## src/rtl/ling_pkg.sv

```systemverilog
// ---------------------------------------------------------------------------
// ling_pkg
// Shared definitions for the Ling-adder sum stage:
//   LING_WIDTH    - operand width (only 64 is supported)
//   skid_state_t  - occupancy of the two-entry output skid buffer
//   result_t      - one buffered result {sum, cout[, ovf]}
// Optional feature macro: LING_SUM_OVF_EN adds the signed-overflow bit to
// result_t. Without it, the bit and all of its storage are absent.
// ---------------------------------------------------------------------------
package ling_pkg;

  localparam int LING_WIDTH = 64;

  typedef enum logic [1:0] {
    ST_EMPTY = 2'd0,
    ST_ONE   = 2'd1,
    ST_TWO   = 2'd2
  } skid_state_t;

  typedef struct packed {
    logic [LING_WIDTH-1:0] sum;
    logic                  cout;
`ifdef LING_SUM_OVF_EN
    logic                  ovf;
`endif
  } result_t;

  localparam result_t RESULT_ZERO = '0;

endpackage

```

## src/rtl/ling_sum_core.sv

```systemverilog
// ---------------------------------------------------------------------------
// ling_sum_core
// Purely combinational back end of a Ling adder. Turns the Ling
// pseudo-carries back into true carries and forms sum / carry-out.
//   i_cin  - adder carry-in (true carry c[0])
//   i_p    - bitwise propagate a^b
//   i_g    - bitwise generate  a&b
//   i_h    - Ling pseudo-carries h[64:1]
//   o_res  - {sum, cout[, ovf]}
// Optional feature macro: LING_SUM_OVF_EN adds ovf = c[64]^c[63].
// ---------------------------------------------------------------------------
module ling_sum_core
  import ling_pkg::*;
(
  input  logic                  i_cin,
  input  logic [LING_WIDTH-1:0] i_p,
  input  logic [LING_WIDTH-1:0] i_g,
  input  logic [LING_WIDTH:1]   i_h,
  output result_t               o_res
);

  logic [LING_WIDTH:0]   w_c;
  logic [LING_WIDTH-1:0] w_t;

  // Transmit term t = a|b; since g implies p-or-g, p|g equals a|b.
  assign w_t = i_p | i_g;

  // Ling identity: c[i] = h[i] & t[i-1]. i_h is declared [64:1], so the
  // vector AND aligns h[i] with t[i-1] bit for bit.
  assign w_c[0]            = i_cin;
  assign w_c[LING_WIDTH:1] = i_h & w_t;

  always_comb begin
    o_res      = RESULT_ZERO;
    o_res.sum  = i_p ^ w_c[LING_WIDTH-1:0];
    o_res.cout = w_c[LING_WIDTH];
`ifdef LING_SUM_OVF_EN
    o_res.ovf  = w_c[LING_WIDTH] ^ w_c[LING_WIDTH-1];
`endif
  end

endmodule

```

## src/rtl/ling_sum_pipe.sv

```systemverilog
// ---------------------------------------------------------------------------
// ling_sum_pipe
// Registered sum stage of a 64-bit Ling adder with valid/ready handshakes
// on both sides and a two-entry skid buffer, so in_ready is a flop and
// never depends combinationally on out_ready.
//   clk, rst_n          - clock, asynchronous active-low reset
//   in_valid / in_ready - upstream handshake (carry-network result)
//   cin, p, g, h        - carry-in, propagate, generate, pseudo-carries
//   out_valid/out_ready - downstream handshake
//   sum, cout           - registered result
//   ovf                 - registered signed overflow (LING_SUM_OVF_EN only)
// Optional feature macro: LING_SUM_OVF_EN.
//
// state    | meaning
// ---------+--------------------------------------------------------------
// ST_EMPTY | no result held; out_valid=0, in_ready=1
// ST_ONE   | r_main holds the presented result; in_ready=1
// ST_TWO   | r_main presented, r_skid holds the next result; in_ready=0
// ---------------------------------------------------------------------------
module ling_sum_pipe
  import ling_pkg::*;
#(
  parameter int WIDTH = LING_WIDTH
) (
  input  logic             clk,
  input  logic             rst_n,
  input  logic             in_valid,
  output logic             in_ready,
  input  logic             cin,
  input  logic [WIDTH-1:0] p,
  input  logic [WIDTH-1:0] g,
  input  logic [WIDTH:1]   h,
  output logic             out_valid,
  input  logic             out_ready,
  output logic [WIDTH-1:0] sum,
`ifdef LING_SUM_OVF_EN
  output logic             ovf,
`endif
  output logic             cout
);

  skid_state_t r_state;
  skid_state_t w_state_nxt;
  logic        r_in_ready;
  result_t     r_main;
  result_t     r_skid;
  result_t     w_res;

  logic w_accept;
  logic w_drain;
  logic w_load_main;
  logic w_load_skid;
  logic w_shift;

  ling_sum_core u_core (
    .i_cin (cin),
    .i_p   (p),
    .i_g   (g),
    .i_h   (h),
    .o_res (w_res)
  );

  assign out_valid = (r_state != ST_EMPTY);
  assign in_ready  = r_in_ready;
  assign w_accept  = in_valid && r_in_ready;
  assign w_drain   = out_valid && out_ready;

  always_ff @(posedge clk or negedge rst_n) begin
    if (!rst_n) begin
      r_state    <= ST_EMPTY;
      r_in_ready <= 1'b1;
    end else begin
      r_state    <= w_state_nxt;
      // Registered ready: look ahead at the state we are entering.
      r_in_ready <= (w_state_nxt != ST_TWO);
    end
  end

  always_comb begin
    w_state_nxt = r_state;
    w_load_main = 1'b0;
    w_load_skid = 1'b0;
    w_shift     = 1'b0;
    case (r_state)
      ST_EMPTY: begin
        if (w_accept) begin
          w_state_nxt = ST_ONE;
          w_load_main = 1'b1;
        end
      end
      ST_ONE: begin
        if (w_accept && w_drain) begin
          // Presented result leaves while the new one takes its place.
          w_load_main = 1'b1;
        end else if (w_accept) begin
          w_state_nxt = ST_TWO;
          w_load_skid = 1'b1;
        end else if (w_drain) begin
          w_state_nxt = ST_EMPTY;
        end
      end
      ST_TWO: begin
        // in_ready is low here, so only a drain can happen.
        if (w_drain) begin
          w_state_nxt = ST_ONE;
          w_shift     = 1'b1;
        end
      end
      default: begin
        w_state_nxt = ST_EMPTY;
      end
    endcase
  end

  // Result storage only changes on load/shift, which keeps the presented
  // output stable while the consumer stalls.
  always_ff @(posedge clk or negedge rst_n) begin
    if (!rst_n) begin
      r_main <= RESULT_ZERO;
      r_skid <= RESULT_ZERO;
    end else begin
      if (w_load_main) begin
        r_main <= w_res;
      end else if (w_shift) begin
        r_main <= r_skid;
      end
      if (w_load_skid) begin
        r_skid <= w_res;
      end
    end
  end

  assign sum  = r_main.sum;
  assign cout = r_main.cout;
`ifdef LING_SUM_OVF_EN
  assign ovf  = r_main.ovf;
`endif

endmodule

```

## config.mk

```make
export PLATFORM = sky130hd
export DESIGN_NAME = ling_sum_pipe
export DESIGN_NICKNAME = d
export VERILOG_FILES = /design/src/rtl/ling_pkg.sv /design/src/rtl/ling_sum_core.sv /design/src/rtl/ling_sum_pipe.sv
export SDC_FILE = /design/constraint.sdc
export NUM_CORES = 1
export LEC_CHECK = 0
export CAP_MARGIN = 15
export CORE_MARGIN = 1.5
export CORE_UTILIZATION = 47
export DETAILED_ROUTE_END_ITERATION = 10
export HOLD_SLACK_MARGIN = 0.12
export PLACE_DENSITY = 0.87
export SETUP_SLACK_MARGIN = 0.15
export SLEW_MARGIN = 10
export SYNTH_ARGS = -nofsm -noshare
export SYNTH_HDL_FRONTEND = slang
export SYNTH_SLANG_ARGS = --single-unit
```

## constraint.sdc

```tcl
create_clock -name clk -period 2 [get_ports clk]
set_input_delay 0.4 -clock clk [delete_from_list [all_inputs] [get_ports clk]]
set_output_delay 0.4 -clock clk [all_outputs]
set_load 0.02 [all_outputs]
```

# Yosys cells after proc, flatten, opt, wreduce, memory -nomap -nowiden
# Cells that the tools add are included.
[word_totals]
out_inout_bits = 67
register_bits = 133
[classes]
n_reduce_logical = 6
muxes = 15
eq_ne = 3
bitwise_logic = 3
[op_table]
columns = ["cell", "n"]
rows = [
  ["65-bit 2-to-1 mux", 2],
  ["64-bit bitwise AND", 1],
  ["64-bit OR", 1],
  ["64-bit bitwise XOR", 1],
  ["2-bit 2-to-1 mux", 5],
  ["1-bit 2-to-1 mux", 6],
  ["2-bit one-hot mux with 3 select lines", 1],
  ["2-bit nonzero test", 2],
  ["1-bit logical AND", 3],
  ["2-bit by 1-bit equality test with 1-bit output (second input constant)", 1],
  ["2-bit equality test (second input constant)", 1],
  ["2-bit zero test", 1],
  ["2-bit inequality test (second input constant)", 1],
  ["1-bit one-hot mux with 2 select lines", 1],
]

# Depth between registers and ports, before layout
[depth]
depth_word = 7
ltp_mapped = 6
depth_no_buf = 3

# By module
# A second synthesis with hierarchy kept.
[unflattened]
cells_unflattened = 500
hier_area_um2 = 6528.8
[modules_own_cells]
columns = ["module", "cells_each", "n_inst", "area_each_um2"]
rows = [
  ["ling_sum_pipe", 372, 1, 5408.9],
  ["ling_sum_core", 128, 1, 1119.8],
]

# Worst setup path before layout
# OpenSTA, ideal clock, no wires.
[synth_timing]
kind = "reg2reg"
startpoint = "register r_in_ready, in the netlist in_ready"
endpoint = "register r_main, in the netlist sum[25]"
path_stages_with_launch = 6
setup_ps = 127
period_less_slack_ps = 1429
arrival_ps = 1302
setup_slack_ps = 571
required_time_ps = 1873
cell_sequence = "dfstp_2 nand3b_4 nand2b_2 buf_6 buf_6 mux2i_1"
[synth_via]
elab_chain_cells = 5
word_cells_on_any_way = 7
cone_classes = "mux: 4; reduce/logical: 3"
[synth_rtl]
columns = ["element", "line_no", "text"]
rows = [
  ["from (decl)", "ling_sum_pipe.sv:44", "logic r_in_ready;"],
  ["from (signal assigned)", "ling_sum_pipe.sv:75", "r_in_ready <= (w_state_nxt != ST_TWO);"],
  ["1-bit logical AND (*)", "ling_sum_pipe.sv:65", "assign w_accept = in_valid && r_in_ready;"],
  ["1-bit logical AND", "ling_sum_pipe.sv:92", "if (w_accept && w_drain) begin"],
  ["1-bit 2-to-1 mux", "ling_sum_pipe.sv:92", ""],
  ["1-bit one-hot mux with 2 select lines (*)", "ling_sum_pipe.sv:84", "case (r_state)"],
  ["65-bit 2-to-1 mux / 2-bit nonzero test (equally long branches)", "n/a", ""],
  ["to (signal assigned)", "ling_sum_pipe.sv:123", "r_main <= w_res;"],
  ["to (signal assigned)", "ling_sum_pipe.sv:125", "r_main <= r_skid;"],
  ["to (decl)", "ling_sum_pipe.sv:45", "result_t r_main;"],
]
# Mark *: on every way between the ends. The rest lies on a longest branch, timed or not.
# A chain may end at the register's enable or synchronous reset.

# Worst setup path in the final report
[layout_timing]
startpoint = "register r_main, in the netlist sum[50]"
endpoint = "output sum[50]"
[layout_rtl]
columns = ["element", "line_no", "text"]
rows = [
  ["to (decl)", "ling_sum_pipe.sv:35", "output logic [WIDTH-1:0] sum,"],
]
# No word-level cell between the ends.

==> run metrics <==
status finished clean; Netlist cell types 27; dpl cells 1042; worst reg2reg path startpoint in_ready; Gate Count Post-Synth between 600 and 700; Crit. End Element output port; Area Growth Syn to Fin 54.4%; clk slew on worst S/H paths 0.06 ns; Root Buffer clkbuf_16; synth warn 0; largest net degree at the start of global routing 43; Post-CTS Setup Inserts 0; Top delay family on crit path buffers and inverters; Routability Congestion approximately 0.74; Fmax 548 MHz; Starting Density 0.482; Final Critical Period between 1.5 and 2 ns; Pre-Repair DR Iteration Count 5; final period utilization 0.912; critical path startpoint sum[50]; Initial DRC Count just over 400; DRC 0; crit path DAT 1.42 ns; final wirelength 18.1 mm; PortBufs between 200 and 300; Die ar. 0.0143 mm²; max incr delay on CP about 0.65 ns; Tot Pwr roughly 0.013 W; core box area ~0.013 mm²; row cnt 42; WL/cell approximately 17 µm; CTS tree built; critical path type reg -> out; R2R depth 4; Worst EP required approximately 1.6 ns; Via density about 5.4; power density cells 1300 mW/mm²; Yosys reg bits 133; fill count 956; Clock Sinks 133; r2r setup slk roughly 0.43 ns; gr usage total 0.260; biggest fanout along the worst timing path 2; clk_lat worst skew between 0.4 and 0.5 ns; die height ~120 µm; Vias roughly 5900; leakage power figure between 4 and 5 nW; Slew Limit Fails 0; TNS Setup 0 ns; Max-Cap Viols 0; worst path cell trace clkdlybuf4s50_1; Crit path depth 1; final antenna-violating net count 0; Cell Area, Synth approximately 0.0064 mm²; Min Hold Slack about 0.47 ns; peak supply drop 0.743 mV; Setup crit end sum[50]; reg2reg end r_skid[2]; Ant. Diodes 0; Placed Instance Area between 0.009 and 0.01 mm²; HP Class in -> async; die width between 100 and 150 µm; worst path bufs/invs 1; initial antenna violation count 0; Mean Syn Cell Area about 10 µm²; Slew @ Worst Pin around 0.40 ns; most frequent cells in the layout clkdlybuf4s50_1 (251), o21ai_0 (167), dfrtp_1 (130); syn nets 818; worst rel slew slack 0.733; setup violators final 0; Hold Vio Cnt, Final 0; Worst Skew roughly 0.0040 ns; commonest non-fill, non-tap cell in the layout clkdlybuf4s50_1; global route overflow 0; Max Buffers Root-to-Sink 2; sequential area share after synthesis 0.521; # IOs approximately 260; RSZ-0062 raised after global routing false; CTS HTree Levels 4; fin area ~0.0099 mm²; final net count around 1100; first-pass GRT wire length 29.2 mm; Final Non-Filler Cells 1075; Slowest-stage cell, CP clkdlybuf4s50_1; Worst setup SP type register; vias in the first global route 6014; CTS Buf Count 17; DP HPWL 13.0 mm; layout cells sized above 1 0.0723
-- kinds of logic after synthesis --
group,count (synthesis),synth area share
muxes,43,0.0674
AOI/OAI and AO/OA,242,0.217
DFF,133,0.521
and+or+nand+nor,55,0.0402
xor gates and xnor gates,64,0.0878
buffers and inverters,84,0.0660
-- per-stage QoR --
stage          setup slack (ns)   util
2_1_floorplan             0.571      -
3_3_place_gp              0.118  0.699
3_5_place_dp             0.0453  0.699
4_1_cts                  0.0705  0.743
5_1_grt                   0.151  0.744
6_report                  0.176  0.744
-- repair_timing --
item	CTS	global route
hold buffers	1	0
hold endpoints to repair	39	0
cloned	0	0
setup endpoints to repair	3	9
gates resized for setup	3	12
-- worst register-to-register path: cells and delay by family (launching register included) --
kind / cells / cell delay, ns
flops: 1 / 0.57
compound gates: 2 / 0.46
buf+inv: 1 / 0.28
simple gates: 1 / 0.13
-- final cells by class --
cell class	instances	area, µm²	share of cell area
Clock buffer	18	439	0.0446
Sequential cell	133	3330	0.338
Tap cell	176	220	0.0223
Clock inverter	14	135	0.0137
Timing Repair Buffer	285	2910	0.296
Multi-Input combinational cell	404	2650	0.269
Inverter	45	169	0.0171
-- synth_stat cells, drive strengths merged --
| master | n | area [µm²] |
|---|---|---|
| o21ai | 195 | 980 |
| dfrtp | 132 | 3300 |
| xor2 | 63 | 552 |
| inv | 45 | 169 |
| nand2 | 45 | 169 |
| o221ai | 44 | 385 |
| mux2i | 43 | 430 |
| buf | 22 | 189 |
| clkbuf | 17 | 63.8 |
| nand2b | 3 | 23.8 |
| nand3b | 2 | 27.5 |
| or2 | 2 | 12.5 |
| a21boi | 1 | 7.51 |
| a21o | 1 | 7.51 |
| and3b | 1 | 8.76 |
| dfstp | 1 | 26.3 |
| nand4b | 1 | 8.76 |
| nor2b | 1 | 6.26 |
| o22ai | 1 | 6.26 |
| xnor2 | 1 | 8.76 |
-- per-layer routing --
layer | part of all wire | vias up | routed length [µm] | global-route usage
met2 | 0.52 | 244 | 9440 | 0.450
met3 | 0.068 | 39 | 1240 | 0.0708
met1 | 0.39 | 2827 | 7050 | 0.312
li1 | - | 2740 | - | -
met5 | 0 | - | 0 | 0
met4 | 0.023 | 0 | 412 | 0.0923
-- registers in the layout (all words and copies together) (netlist names) --
| register | flops |
|---|---|
| sum | 64 |
| in_ready | 1 |
| r_state | 2 |
| cout | 1 |
| r_skid | 65 |
-- how the worst min path moves through the flow --
stage               slack, ns  cells past startpoint   endpoint
floorplan                0.10                      0       cout
global placement         0.34                      1     sum[4]
detailed placement       0.35                      1  r_skid[5]
CTS                      0.48                      2  r_skid[4]
global route             0.50                      2     sum[3]
finish                   0.47                      2  r_skid[5]
-- report_power, final --
group / internal (W) / switching (W)
registers: 0.00397 / 0.000676
clock network: 0.00185 / 0.00117
logic: 0.00247 / 0.00269
total: 0.00829 / 0.00453
Note: power is estimated with default switching activity, not from simulation.
